### src/rtl/gb_timer.sv
// Game Boy DIV/TIMA/TMA/TAC timer at FF04-FF07 with delayed TMA reload and overflow interrupt.
// Optional GB_TIMER_EDGE_GLITCH_EN: CPU writes to DIV/TAC may produce a spurious falling-edge tick.
module gb_timer #(
    parameter int unsigned RELOAD_DELAY = 4
) (
    input  logic        I_CLOCK,
    input  logic        I_RESET,
    input  logic [15:0] I_CPU_ADDR,
    input  logic [7:0]  I_CPU_DATA,
    input  logic        I_MEM_WE_L,
    output logic [7:0]  O_DATA,
    output logic        O_DATA_VALID,
    output logic        O_TIMER_INTERRUPT,
    output logic [7:0]  O_DIV
);

    localparam int unsigned DIV_W   = 16;
    localparam int unsigned DELAY_W = 4;

    typedef enum logic {
        COUNT    = 1'b0,
        OVF_WAIT = 1'b1
    } state_t;

    state_t             state, state_next;
    logic [DIV_W-1:0]   div_cnt, div_next;
    logic [7:0]         tima, tima_next;
    logic [7:0]         tma, tma_next;
    logic [2:0]         tac, tac_next;
    logic               edge_prev, edge_next;
    logic [DELAY_W-1:0] delay, delay_next;
    logic               irq, irq_next;

    logic wr, wr_div, wr_tima, wr_tma, wr_tac;
    logic sig, sig_post, tick;

    // Enable-gated tap bit selected by TAC[1:0]
    function automatic logic tap_sig(input logic [DIV_W-1:0] d, input logic [2:0] t);
        logic b;
        case (t[1:0])
            2'b00:   b = d[9];
            2'b01:   b = d[3];
            2'b10:   b = d[5];
            default: b = d[7];
        endcase
        return t[2] & b;
    endfunction

    assign wr      = ~I_MEM_WE_L;
    assign wr_div  = wr && (I_CPU_ADDR == 16'hFF04);
    assign wr_tima = wr && (I_CPU_ADDR == 16'hFF05);
    assign wr_tma  = wr && (I_CPU_ADDR == 16'hFF06);
    assign wr_tac  = wr && (I_CPU_ADDR == 16'hFF07);

    assign div_next = wr_div ? '0 : div_cnt + DIV_W'(1);
    assign tac_next = wr_tac ? I_CPU_DATA[2:0] : tac;
    assign tma_next = wr_tma ? I_CPU_DATA : tma;

    assign sig      = tap_sig(div_cnt, tac);
    assign sig_post = tap_sig(div_next, tac_next);
    assign tick     = edge_prev & ~sig;

    // Edge detector history; only the default build re-syncs it across CPU writes
    always_comb begin
        edge_next = sig;
`ifdef GB_TIMER_EDGE_GLITCH_EN
        edge_next = sig;
`else
        if (wr_div || wr_tac) begin
            edge_next = sig_post;
        end
`endif
    end

    // Next-state and TIMA/reload control
    always_comb begin
        state_next = state;
        tima_next  = tima;
        delay_next = delay;
        irq_next   = 1'b0;
        case (state)
            COUNT: begin
                if (wr_tima) begin
                    tima_next = I_CPU_DATA;
                end else if (tick) begin
                    if (tima == 8'hFF) begin
                        tima_next  = 8'h00;
                        delay_next = DELAY_W'(RELOAD_DELAY - 1);
                        state_next = OVF_WAIT;
                    end else begin
                        tima_next = tima + 8'd1;
                    end
                end
            end
            OVF_WAIT: begin
                if (delay == '0) begin
                    // Reload cycle: TMA (including a same-cycle TMA write) beats a TIMA write
                    tima_next  = tma_next;
                    irq_next   = 1'b1;
                    state_next = COUNT;
                end else if (wr_tima) begin
                    tima_next  = I_CPU_DATA;
                    delay_next = '0;
                    state_next = COUNT;
                end else begin
                    delay_next = delay - DELAY_W'(1);
                end
            end
            default: state_next = COUNT;
        endcase
    end

    always_ff @(posedge I_CLOCK or negedge I_RESET) begin
        if (!I_RESET) begin
            state     <= COUNT;
            div_cnt   <= '0;
            tima      <= '0;
            tma       <= '0;
            tac       <= '0;
            edge_prev <= 1'b0;
            delay     <= '0;
            irq       <= 1'b0;
        end else begin
            state     <= state_next;
            div_cnt   <= div_next;
            tima      <= tima_next;
            tma       <= tma_next;
            tac       <= tac_next;
            edge_prev <= edge_next;
            delay     <= delay_next;
            irq       <= irq_next;
        end
    end

    // Combinational register read port
    always_comb begin
        O_DATA       = 8'h00;
        O_DATA_VALID = 1'b0;
        case (I_CPU_ADDR)
            16'hFF04: begin O_DATA = div_cnt[15:8];       O_DATA_VALID = 1'b1; end
            16'hFF05: begin O_DATA = tima;                O_DATA_VALID = 1'b1; end
            16'hFF06: begin O_DATA = tma;                 O_DATA_VALID = 1'b1; end
            16'hFF07: begin O_DATA = {5'b11111, tac};     O_DATA_VALID = 1'b1; end
            default:  begin O_DATA = 8'h00;               O_DATA_VALID = 1'b0; end
        endcase
    end

    assign O_TIMER_INTERRUPT = irq;
    assign O_DIV             = div_cnt[15:8];

endmodule

### config.mk
export PLATFORM = sky130hd
export DESIGN_NAME = gb_timer
export DESIGN_NICKNAME = d
export VERILOG_FILES = /design/src/rtl/gb_timer.sv
export SDC_FILE = /design/constraint.sdc
export NUM_CORES = 1
export LEC_CHECK = 0
export ABC_CLOCK_PERIOD_IN_PS = 2300
export CAP_MARGIN = 20
export CORE_MARGIN = 10
export CORE_UTILIZATION = 50
export CTS_BUF_LIST = sky130_fd_sc_hd__clkbuf_4 sky130_fd_sc_hd__clkbuf_8
export DETAILED_ROUTE_END_ITERATION = 16
export GPL_TIMING_DRIVEN = 0
export PLACE_DENSITY = 0.79
export SLEW_MARGIN = 20
export SYNTH_ARGS = -nofsm -noshare
export SYNTH_HDL_FRONTEND = slang
export SYNTH_SLANG_ARGS = --single-unit
### constraint.sdc
create_clock -name I_CLOCK -period 2.3 [get_ports I_CLOCK]
set_input_delay 0.46 -clock I_CLOCK [delete_from_list [all_inputs] [get_ports I_CLOCK]]
set_output_delay 0.46 -clock I_CLOCK [all_outputs]
set_load 0.02 [all_outputs]
Word level (Yosys, flattened, before mapping)
Index checks and enable logic that the tools add are counted.
{"block": "totals", "reg_bits": 42, "wordCells": 71}
{"block": "op_classes", "addsub": 3, "n_eq_ne": 15, "mux": 28, "bitwise_logic": 6, "reduce_logical": 11}
{"operator": "$eq A16 B16 Y1 const B", "count": 4}
{"operator": "$mux W8", "count": 6}
{"operator": "$pmux W8 S4", "count": 1}
{"operator": "$mux W4", "count": 5}
{"operator": "$add A16 B1 Y16 const B", "count": 1}
{"operator": "$mux W16", "count": 1}
{"operator": "$pmux W8 S2", "count": 1}
{"operator": "$mux W1", "count": 9}
{"operator": "$add A8 B1 Y8 const B", "count": 1}
{"operator": "$eq A8 B8 Y1 const B", "count": 1}
{"operator": "$ne A2 B2 Y1 const B", "count": 4}
{"operator": "$pmux W4 S2", "count": 1}
{"operator": "$pmux W1 S3", "count": 2}
{"operator": "$eq A2 B1 Y1 const B", "count": 2}
{"operator": "$eq A2 B2 Y1 const B", "count": 2}
{"operator": "$logic_and A1 B1 Y1", "count": 4}
{"operator": "$logic_not A2 Y1", "count": 2}
{"operator": "$logic_not A4 Y1", "count": 1}
{"operator": "$reduce_and A4 Y1", "count": 1}
{"operator": "$reduce_or A4 Y1", "count": 1}
{"operator": "$sub A4 B1 Y4 const B", "count": 1}
{"operator": "$and A1 B1 Y1", "count": 3}
{"operator": "$mux W3", "count": 1}
{"operator": "$ne A3 B1 Y1 const B", "count": 1}
{"operator": "other kinds (5)", "count": 7}

Depth between registers and ports, before layout
Gate-level depths: netlist (run 1).
{"block": "logic_depth", "ltp_word": 8, "depth_mapped": 9}

Least setup slack after synthesis (run 1)
No wires, ideal clock.
{"block": "synth_path", "kind": "input -> output", "startpoint": "in I_CPU_ADDR[5]", "endpoint": "out O_DATA[3]", "arrival_time_ns": 2.133, "slack_ns": -0.293, "stages": 5, "cell_sequence": "or4_1 or4_4 buf_6 buf_6 nor2_1"}
{"block": "synth_via", "elab_chain_len": 2, "word_cells_on_any_way": 5, "classes_between": "eq/ne: 4; mux: 1"}
{"element": "start, declared", "line_no": "8", "source": "input logic [15:0] I_CPU_ADDR,"}
{"element": "$eq A16 B16 Y1", "line_no": "139", "source": "case (I_CPU_ADDR)"}
{"element": "$pmux W8 S4 *", "line_no": "139"}
{"element": "end, declared", "line_no": "11", "source": "output logic [7:0] O_DATA,"}
Every way passes the cells marked *; elsewhere a longest branch is shown, timed or not.

Final worst setup path (run 1)
{"block": "layout_path", "startpoint": "in I_CPU_ADDR[6]", "endpoint": "out O_DATA[7]"}
The elaborated chain is that of the path after synthesis.

==> summary by stage, run 1 <==
Global route
The first global-routing pass estimated 13100 um of wire. The initial antenna violation count came to 0. The overall global routing resource usage is 0.189. The maximum number of pins on one net before global-route repair is 26. The via count of the first global-routing pass came to 2590.

The final global-route overflow total is 0.

Placement
The congestion estimate from routability-driven global placement came to 0.846. The placed wire-length estimate is 5290 um. Counting tap cells, the placed design contains a total of 391 instances. Timing analysis after detailed placement gives a worst setup slack of -1140 ps. Once placement finished, the instance area stood at 3310 um2. The count of buffers added on input and output ports is 43.

Worst hold path
The worst hold path belongs to the class input port to async pin.

Drt
The average via count per standard cell is 6.42. The first detailed-routing pass ran for 5 iterations. The post-detailed-routing wire length is 8980 um.

After the first detailed-routing iteration, the DRC count stood at 248. The total via count after detailed routing is 2716. The wire length per cell is 21.2 um. After detailed routing, the number of remaining DRC violations is 0.

The count of antenna-violating nets left after detailed routing is 0.

STA
The hold violation total from the final report is 0. Adding up every negative setup slack in the final design gives -4290 ps. The portion of the clock cycle consumed by the worst path in the final layout is 1.12. The count of endpoints failing setup in the final report is 29. For this run, the top clock speed supported by timing is 388 MHz.

The slew at the pin closest to its max-slew limit is 758 ps. Setup repair after global routing could not meet its margin everywhere. Once routing completed, OpenROAD measured the worst setup slack at -278 ps. The final-layout worst hold slack is 98.9 ps. The final clock skew is 6.53 ps. For the finished layout, the period the worst path requires is 2580 ps. The max-slew headroom at the worst pin is 0.490. The max-slew violation count was 0.

Die
For this configuration, the core starts out at a cell density of 0.522. The full die area is 8740 um2. The placeable core area is 5170 um2. The die is 93.5 um wide. The number of I/O pins is 45.

In this run the core area contains 26 standard-cell rows. The floorplan step set the die height to 93.5 um.

Clock network
The clock net in this run drives a total of 42 sinks. The clock insertion delay at the later pin of the skew report is 300 ps. The number of H-tree branching levels is 2. The CTS tree is built. The root buffer cell is clkbuf_8. The hold buffer count at CTS is 0. Counting the buffers created by CTS gives 5. After clock tree synthesis, the clock-pin slew on the worst setup and hold paths is 80 ps. The largest buffer count on any clock path is 2.

Synth
The proportion of netlist area held by the largest area contributor is 0.389. The commonest cells after synthesis are dfrtp_1 (42), nor2_1 (24), nand2_1 (20). The sequential element share of the synthesized area is 0.389. The mean cell area of the mapped netlist is 9.74 um2.

The synthesized netlist occupies a cell area of 2700 um2. By instance count, the leading cell after synthesis is dfrtp_1. Synthesis produced 277 cells.

The number of flip-flops and latches in the synthesized netlist is 42. Yosys mapped a number of flops with a built-in enable equal to 0. Ranked by total cell area, the synthesized netlist is headed by dfrtp_1 (39%), mux2_2 (5.0%), mux4_2 (3.3%). The count of warnings emitted by yosys is 0. The number of different library cells used by synthesis comes to 66. The proportion of synthesized flip-flops having asynchronous set or reset is 1.00. Among all flip-flop cells after synthesis, the most frequent one is dfrtp_1. Synthesis produced a netlist with a net count of 308.

Of all cell types, the one taking the most synthesized area is dfrtp_1.

Layout
The post-layout utilization of the core is 0.769. The final net count is 385. Once layout is complete, the cells apart from fillers number 423. The fraction of final layout cells sized beyond drive strength 1 is 0.360. The final-layout fill cell count is 304. The post-route standard cell area excluding fillers is 3980 um2.

The number of antenna diodes in the final layout is 0. The area growth from synthesis to layout is 47.4%.

Pwr
Summed over all cells, the static leakage comes to 1.58 nW. Power spread over the standard cell area amounts to 541 nW/um2. The total chip power is 2.15 mW. VDD sags by at most 407 uV.

Worst setup path
For the worst setup path, the data required time is 1840 ps. The critical path start-end classification is input port to primary output. The worst setup path is launched from an input port. At the worst endpoint, the arrival time is 2120 ps. In this run the worst path has a maximum fanout of 6.

The cell depth of the worst flop-to-flop path is 9. The critical path endpoint category is a primary output.

Status
The final reports fail on negative setup slack. The flow ran to the end, but the final reports show violations.

Job
The number of maximum-capacitance violations is 0.
-- cells by family (layout without fill, tap and decap cells) --
kind of cell / after synthesis / count (layout) / share of synthesized area
AO/OA/AOI/OAI: 52 / 52 / 0.148
XOR/XNOR: 16 / 16 / 0.0519
adder cells (fa/ha/maj): 4 / 4 / 0.0185
buffers and inverters: 30 / 106 / 0.0658
flip-flops: 42 / 42 / 0.389
multiplexers: 18 / 18 / 0.0913
AND/OR/NAND/NOR: 115 / 115 / 0.235
-- area by class of cell --
cell class                      instances  area [um2]  share of cell area
Buffer                                 16         149              0.0374
Clock buffer                            6        82.6              0.0208
Inverter                               12        61.3              0.0154
Multi-Input combinational cell        205        1790               0.451
Sequential cell                        42        1050               0.264
Tap cell                               70        87.6              0.0220
Timing Repair Buffer                   72         753               0.189
-- flip-flops by register name, indices dropped and copies added, names as in the netlist --
name	cells
tac	3
tima	8
O_TIMER_INTERRUPT	1
edge_prev	1
delay	4
tma	8
div_cnt	16
state	1
-- path summary, 6_finish.rpt --
path,slack (ps),from,to
setup / recovery,-280,I_CPU_ADDR[6],O_DATA[7]
hold / removal,100,I_RESET,delay[0]
setup reg to reg,10,delay[0],tima[3]
hold reg to reg,510,div_cnt[0],div_cnt[0]
max in group asynchronous,1710,I_RESET,div_cnt[5]
min in group I_CLOCK,510,div_cnt[0],div_cnt[0]
-- metal layers --
metal  part of all wire  wire length (um)  up-vias  global-route usage
met3              0.096               865       49              0.0440
met5                  0                 0        -                   0
li1                   -                 -     1164                   -
met2               0.47              4260      202               0.311
met1               0.38              3440     1301               0.222
met4              0.045               407        0               0.104
-- power breakdown --
group / switching (mW) / total (mW) / internal, mW
logic: 0.321 / 0.652 / 0.331
clock network: 0.255 / 0.487 / 0.232
registers: 0.171 / 1.02 / 0.844
-- critical path: stages --
cell and delay (ps):
buf_6 90, or4_1 500, or4_4 560, buf_12 150
buf_12 130, nor2_4 100, buf_6 120
-- timing repair --
item / CTS / global route
gates resized for setup: 117 / 33
endpoints found under the setup margin: 49 / 45
gates cloned: 4 / 0
pin swaps: 17 / 19
hold endpoints to repair: 0 / 0
setup buffers: 16 / 11
-- layout by cell type, fill, tap and decap left out, drive strengths merged, types with 4 or more instances in the layout --
master,count
buf,55
dfrtp,42
clkdlybuf4s50,29
nor2,25
nand2,20
nand3,15
mux2,13
o21ai,12
inv,10
xor2,9
clkbuf,8
xnor2,7
nor2b,7
o22ai,7
nor3,7
nand2b,6
a21oi,6
nand4,5
or3,5
and2,5
nor4,5
mux4,4
ha,4
a211oi,4
Power figures use the tool's default switching activity.
==> run 2, diff against run 1 <==
--- a/config.mk
+++ b/config.mk
@@ -7,5 +7,5 @@
 export LEC_CHECK = 0
 export ABC_CLOCK_PERIOD_IN_PS = 2300
-export CAP_MARGIN = 20
+export CAP_MARGIN = 10
 export CORE_MARGIN = 10
 export CORE_UTILIZATION = 50
==> constraint.sdc (replaced) <==
create_clock -name I_CLOCK -period 2.3 [get_ports I_CLOCK]
set_input_delay 0.46 -clock I_CLOCK [delete_from_list [all_inputs] [get_ports I_CLOCK]]
set_output_delay 0.46 -clock I_CLOCK [all_outputs]
set_load 0.1 [all_outputs]
==> run 2 against run 1 <==
Effect of this change:
- the flow still finishes with violations (negative setup slack)
- power down 4.2%
- global-route usage fell by 0.86 points
- flip-flop and latch count did not move
- via count decreased by 6.6%
- first-iteration DRC count shrank 10%
- sequential power is essentially flat
- largest cell class unchanged
- highest routed layer unchanged
==> summary by stage, run 2 (synthesis gave the netlist of run 1 again) <==
Worst setup path
The maximum fanout along the worst path is 6 (unchanged). The signal on the critical path passes through buf_6 > or4_1 > or4_4 > buf_4 > clkinv_4 > and2_4 > buf_12. The number of buffers and inverters on the critical path came to 4 (unchanged). The required time reported for the critical path endpoint is 1840 ps (about the same). STA classifies the critical path startpoint as an input port.

The delay of the slowest critical-path stage is 550 ps (about the same). Among cell families on the critical path, the largest total delay comes from simple AND/OR/NAND/NOR gates. The critical path start-end classification is input port to primary output. STA classifies the critical path endpoint as a primary output. The slowest stage cell on the critical path is or4_4. The data arrival at the endpoint of the critical path came to 2200 ps (+80 ps).

Clock network
The root buffer cell is clkbuf_8. The number of H-tree branching levels is 2 (unchanged). The total clock buffers created by CTS is 5 (unchanged).

The CTS tree is built. The clock-pin slew of the registers on the worst-case setup and hold paths is 90 ps (about the same). The clock insertion delay at the later pin of the skew report was 300 ps (about the same).

The clock sink count is 42 (unchanged). The hold buffer count at CTS was 0 (unchanged). The largest buffer count on any clock path was 2 (unchanged).

Job
The number of maximum-capacitance violations is 0 (unchanged).

Global route
The maximum number of pins on one net before global-route repair is 31 (+19%). The final global-route overflow total was 0 (unchanged). The wire length of the first global-routing pass is 12600 um (-3.2%).

The overall global routing resource usage is 0.180 (-0.00859). The via count of the first global-routing pass is 2555 (-1.4%). The initial antenna violation count was 0 (unchanged).

Layout
Ranked by flip-flop count, first place goes to div_cnt. The number of flip-flops under the largest register name is 16 (unchanged). The largest registers in the layout are div_cnt: 16 flops, tima: 8 flops, tma: 8 flops. The top cell types in the final layout, fill and taps aside, are dfrtp_1 (42), clkdlybuf4s50_1 (21), buf_4 (19), nor2_1 (18), nand2_1 (17). The post-layout utilization of the core is 0.734 (-0.0348). Leaving out fill and tap cells, the most frequent cell in the layout is dfrtp_1.

The count of non-filler cells in the finished layout is 417 (-1.4%). The area growth from synthesis to layout is 40.8%. The number of antenna repair diodes was 0 (unchanged).

The fraction of final layout cells sized beyond drive strength 1 is 0.317 (-0.0428). The final net count came to 377 (-2.1%).

Drt
The count of antenna-violating nets left after detailed routing is 0 (unchanged). The DRC violation count after routing is 0 (unchanged). The average via count per standard cell is 6.09 (-5.2%). The total via count after detailed routing is 2538 (-6.6%). The wire length per cell came to 19.3 um (-8.9%). The number of detailed-route iterations in the first pass is 4 (-1).

The post-detailed-routing wire length came to 8060 um (-10%). The number of DRC violations after detailed-routing iteration 0 is 223 (-10%).

Pwr
The highest ir drop seen on vdd is 342 uV (-16%). The leakage power of the design was 1.51 nW (-4.8%). The total power per unit cell area is 544 nW/um2 (+0.39%). The total chip power is 2.06 mW (-4.2%).

Die
The die outline width is 93.5 um (unchanged). The number of I/O pins is 45 (unchanged). The starting density of the core is 0.522 (unchanged). The placeable core area was 5170 um2 (unchanged).

The number of rows in the core area is 26 (unchanged). The full die area is 8740 um2 (unchanged). The die extent in y is 93.5 um (unchanged).

STA
The max-slew headroom at the worst pin is 0.355 (-0.135). The max-slew violation count came to 0 (unchanged). The maximum clock frequency is 376 MHz (-3.0%). The post-layout minimum cycle time was 2660 ps (+80.2 ps). The slew at the pin closest to its max-slew limit is 964 ps (+207 ps). The count of endpoints failing setup in the final report is 48 (+66%).

Setup repair after global routing could not meet its margin everywhere. The final clock skew is 11.2 ps (+4.70 ps). The portion of the clock cycle consumed by the worst path in the final layout is 1.16 (+0.0349). The summed negative setup slack over all endpoints is -6550 ps (-2270 ps). The final worst setup slack is -359 ps (-80.2 ps). The hold violation total from the final report is 0 (unchanged).

Placement
The count of input and output buffers is 43 (unchanged). The final estimated routing congestion in global placement is 0.870 (+2.9%). The cell total after placement was 391 (unchanged).

The placed wire-length estimate is 5460 um (+3.2%).

Worst hold path
The path class of the lowest-slack min-delay path is input port to async pin.

Status
The flow ran to the end, but the final reports show violations. The checks that failed: negative setup slack.
==> run 2: cell count changes in the layout (fill, tap and decap cells not counted), sizes merged <==
cell	delta
clkbuf	+1
clkinv	+1
buf	-9
clkinvlp	+1
clkdlybuf4s50	-8
dlygate4sd2	+8
==> run 2: path summary, 6_finish.rpt <==
| check | from | end | slack [ps] | cells past startpoint |
|---|---|---|---|---|
| worst max register to register | delay[0] | tima[3] | -10 | 8 |
| worst max-delay path | I_CPU_ADDR[6] | O_DATA[2] | -360 | 7 |
| max in group asynchronous | I_RESET | tima[1] | 1780 | 2 |
| min in group I_CLOCK | div_cnt[0] | div_cnt[0] | 510 | 1 |
| worst min register to register | div_cnt[0] | div_cnt[0] | 510 | 1 |
| worst min-delay path | I_RESET | tma[4] | 40 | 1 |
==> run 2: per-layer routing <==
metal  wire, um  up-vias  global-route usage  share of wire
met5          0        -                   0              0
met1       3270     1247               0.217           0.41
met3        522       23              0.0360          0.065
met4        210        0              0.0746          0.026
met2       4060      121               0.306           0.50
li1           -     1147                   -              -
==> run 2: per-stage QoR <==
| step | worst slack (ps) | hold WS (ps) | area [um2] |
|---|---|---|---|
| floorplan | -481 | 164 | 2760 |
| global placement | -1650 | 493 | 3270 |
| detailed placement | -1670 | 372 | 3290 |
| CTS | -392 | 44.0 | 3690 |
| global route | -385 | 45.8 | 3800 |
| finish | -359 | 42.6 | 3800 |
==> run 2: worst reg2reg max path, stage by stage (launching register included) <==
cell	delay, ps
dfrtp_1	400
inv_1	90
ha_1	160
nor3b_4	330
nand2_2	250
clkinvlp_4	220
nor3_1	70
or2_2	340
a221o_1	350
==> run 2: report_power, final <==
part,total (mW),internal (mW),switching (mW)
clock network,0.506,0.242,0.265
logic,0.547,0.276,0.271
registers,1.01,0.844,0.168
total,2.06,1.36,0.704
==> run 2: layout make-up <==
type,instances,area [um2]
buffer,17,158
clock buffer,6,82.6
clock inverter,2,12.5
fill,354,1370
inverter,12,53.8
multi-input combinational,205,1620
sequential,42,1050
tap,70,87.6
timing repair buffer,63,729
==> run 2: repair_timing <==
action,CTS,global route
setup buffers,12,4
gates cloned,2,1
endpoints found under the hold margin,0,0
pin swaps,10,10
setup endpoints to repair,57,46
resized for setup,125,18
==> run 3, diff against run 2 <==
CORE_MARGIN = 1.5   (was 10)
TNS_END_PERCENT = 30   (was unset)
==> run 3 against run 2 <==
Effect of this change:
- the run still ends with negative setup slack left
- first-iteration DRC count increased by 9.0%
- hold slack got worse by 5.2 ps
- critical path depth unchanged
- worst setup slack got worse by 3.8 ps
- fmax decreased by 0.14%
- non-clock buffer count unchanged
- combinational power increased by 3.7%
- wire length decreased by 4.1%
- via count decreased by 0.16%
- sequential power about the same
- register-to-register slack improved by 90 ps
==> summary by stage, run 3 (synthesis gave the netlist of run 1 again) <==
Global route
The wire length of the first global-routing pass came to 12300 um (-2.5%). The overall global routing resource usage is 0.268 (+0.0878). The via count of the first global-routing pass is 2488 (-2.6%).

The initial antenna violation count is 0 (unchanged). The maximum number of pins on one net before global-route repair is 32 (+3.2%). The final global-route overflow total was 0 (unchanged).

Status
The checks that failed: negative setup slack. The run finished, with violations left.

Placement
The placed wire-length estimate came to 4990 um (-8.7%). The count of input and output buffers was 43 (unchanged). The final estimated routing congestion in global placement is 0.855 (-1.8%).

The cell total after placement is 391 (unchanged).

Layout
The multi-input gate area in the final layout came to 1620 um2 (-0.54%). Leaving out fill and tap cells, the most frequent cell in the layout is dfrtp_1. The sequential cell area in the final layout is 1050 um2 (unchanged). The count of non-filler cells in the finished layout is 417 (unchanged). The number of flip-flops under the largest register name was 16 (unchanged).

In the final layout, the registers with the most flip-flops are div_cnt: 16 flops, tima: 8 flops, tma: 8 flops. The number of antenna repair diodes is 0 (unchanged). The final-layout fill cell count is 387 (+9.3%). The register with the most flip-flops is div_cnt.

The fraction of final layout cells sized beyond drive strength 1 came to 0.331 (+0.0144). In the layout the commonest cells are dfrtp_1 (42), buf_4 (26), clkdlybuf4s50_1 (21), nor2_1 (19), nand2_1 (17). The area growth from synthesis to layout is 39.0%. The final net count was 377 (unchanged).

Pwr
The clock power share was 0.243 (-0.002). The fraction of power consumed by sequential logic is 0.483 (-0.007). The highest ir drop seen on vdd is 353 uV (+3.4%).

The internal portion of total power was 1.39 mW (+2.2%). The total chip power is 2.07 mW (+0.36%). The fraction of power spent switching nets is 0.329 (-0.0120). The total power per unit cell area is 552 nW/um2 (+1.6%). The net switching power was 681 uW (-3.2%).

The relative contribution of combinational cells to total power is 0.273 (+0.008). The leakage power of the design came to 1.51 nW (-0.11%).

Clock network
The number of H-tree branching levels is 2 (unchanged). TritonCTS built the clock tree. The total clock buffers created by CTS is 5 (unchanged). The largest buffer count on any clock path is 2 (unchanged). The clock insertion delay at the later pin of the skew report is 290 ps (about the same). The clock sink count is 42 (unchanged). The clock-pin slew of the registers on the worst-case setup and hold paths is 80 ps (about the same). The hold buffer count at CTS was 0 (unchanged). The root buffer cell is clkbuf_8.

Worst setup path
The launch point of the worst reg-to-reg path is delay[0]. The data arrival at the endpoint of the critical path is 2200 ps (about the same). The cell depth of the worst flop-to-flop path is 8 (unchanged). The register-to-register setup slack is 80 ps (+90 ps).

The required time reported for the critical path endpoint came to 1840 ps (about the same). The endpoint identified for the worst register-to-register timing path is tima[3]. The critical path endpoint category is a primary output. The launching element type of the critical path is an input port.

The maximum fanout along the worst path is 7 (+1). The critical path start-end classification is input port to primary output.

Die
The number of rows in the core area is 26 (unchanged). The placeable core area is 5140 um2 (-0.63%). The number of I/O pins was 45 (unchanged). The starting density of the core is 0.525 (+0.00330).

The die outline width is 76.5 um (-18%). The die extent in y is 76.5 um (-18%). The full die area came to 5850 um2 (-33%).

STA
The final worst setup slack was -362 ps (-3.82 ps). The max-slew headroom at the worst pin was 0.359 (+0.00392). The final clock skew came to 12.1 ps (+0.894 ps). The count of endpoints failing setup in the final report came to 45 (-6.3%). The post-layout minimum cycle time was 2660 ps (+3.82 ps). The portion of the clock cycle consumed by the worst path in the final layout is 1.16 (+0.00166). The slew at the pin closest to its max-slew limit is 958 ps (-5.87 ps). Setup repair after global routing could not meet its margin everywhere. The maximum clock frequency was 376 MHz (-0.14%). The summed negative setup slack over all endpoints is -5860 ps (+691 ps). The max-slew violation count is 0 (unchanged). The hold violation total from the final report is 0 (unchanged).

Drt
The count of antenna-violating nets left after detailed routing is 0 (unchanged). The number of detailed-route iterations in the first pass is 6 (+2). The DRC violation count after routing is 0 (unchanged). The wire length per cell was 18.5 um (-4.1%). The number of DRC violations after detailed-routing iteration 0 is 243 (+9.0%). The total via count after detailed routing was 2534 (-0.16%). The post-detailed-routing wire length came to 7730 um (-4.1%). The average via count per standard cell came to 6.08 (-0.16%).

Worst hold path
The worst hold path belongs to the class input port to async pin.

Job
The number of maximum-capacitance violations came to 0 (unchanged).
run 3: cell count changes in the layout (fill, tap and decap cells not counted), moves of 3 or more:
cell	previous run	this run
buf_4	19	26
buf_6	5	11
dlygate4sd2_1	8	0
nor3_2	1	4
run 3: cell type report:
| type | count | area share |
|---|---|---|
| plain buffers | 18 | 0.0467 |
| clock buffers | 7 | 0.0240 |
| clock inverters | 1 | 0.00133 |
| inverters | 12 | 0.0140 |
| multi-input cells | 205 | 0.430 |
| flip-flops and latches | 42 | 0.280 |
| well taps | 70 | 0.0233 |
| repair buffers | 62 | 0.180 |
run 3: power by group through the flow:
stage	registers, mW	logic [mW]	clock network, mW
after CTS	0.993	0.533	0.514
after detailed placement	1.00	0.504	0
after global placement	0.995	0.483	0
final	1.00	0.567	0.504
after global routing	1.02	0.634	0.553
after floorplan	0.954	0.373	0
run 3: metal layers:
layer / share of wire / up-vias / global-route usage
met5: 0 / - / 0
met1: 0.40 / 1239 / 0.353
met4: 0.033 / 0 / 0.106
li1: - / 1146 / -
met3: 0.070 / 28 / 0.0575
met2: 0.49 / 121 / 0.432
run 3: per-stage QoR:
stage	cell area (um2)	worst slack, ps	hold WS [ps]	utilization
floorplan	2760	-481	164	-
finish	3750	-362	37.4	0.730
global placement	3270	-1650	494	0.637
detailed placement	3290	-1650	360	0.640
global route	3750	-385	48.3	0.730
CTS	3630	-379	45.5	0.705
run 3: worst max path at each step:
stage / slack (ps) / cells past startpoint / start / to
finish: -360 / 7 / I_CPU_ADDR[6] / O_DATA[6]
detailed placement: -1650 / 7 / I_CPU_ADDR[5] / O_DATA[5]
floorplan: -480 / 5 / I_CPU_ADDR[5] / O_DATA[3]
global route: -390 / 7 / I_CPU_ADDR[6] / O_DATA[7]
global placement: -1650 / 7 / I_CPU_ADDR[5] / O_DATA[7]
CTS: -380 / 7 / I_CPU_ADDR[6] / O_DATA[5]
run 3: repair_timing:
action / CTS / global route
setup endpoints to repair: 57 / 46
pin swaps: 10 / 10
hold endpoints to repair: 0 / 0
gates cloned: 1 / 0
gates resized for setup: 124 / 21
buffers inserted: 11 / 8
run 3: critical path, cell delays in order:
cell and delay, ps:
buf_6 90, or4_1 510, or4_4 570, buf_12 150, buf_12 140, nor2_4 100
buf_12 180
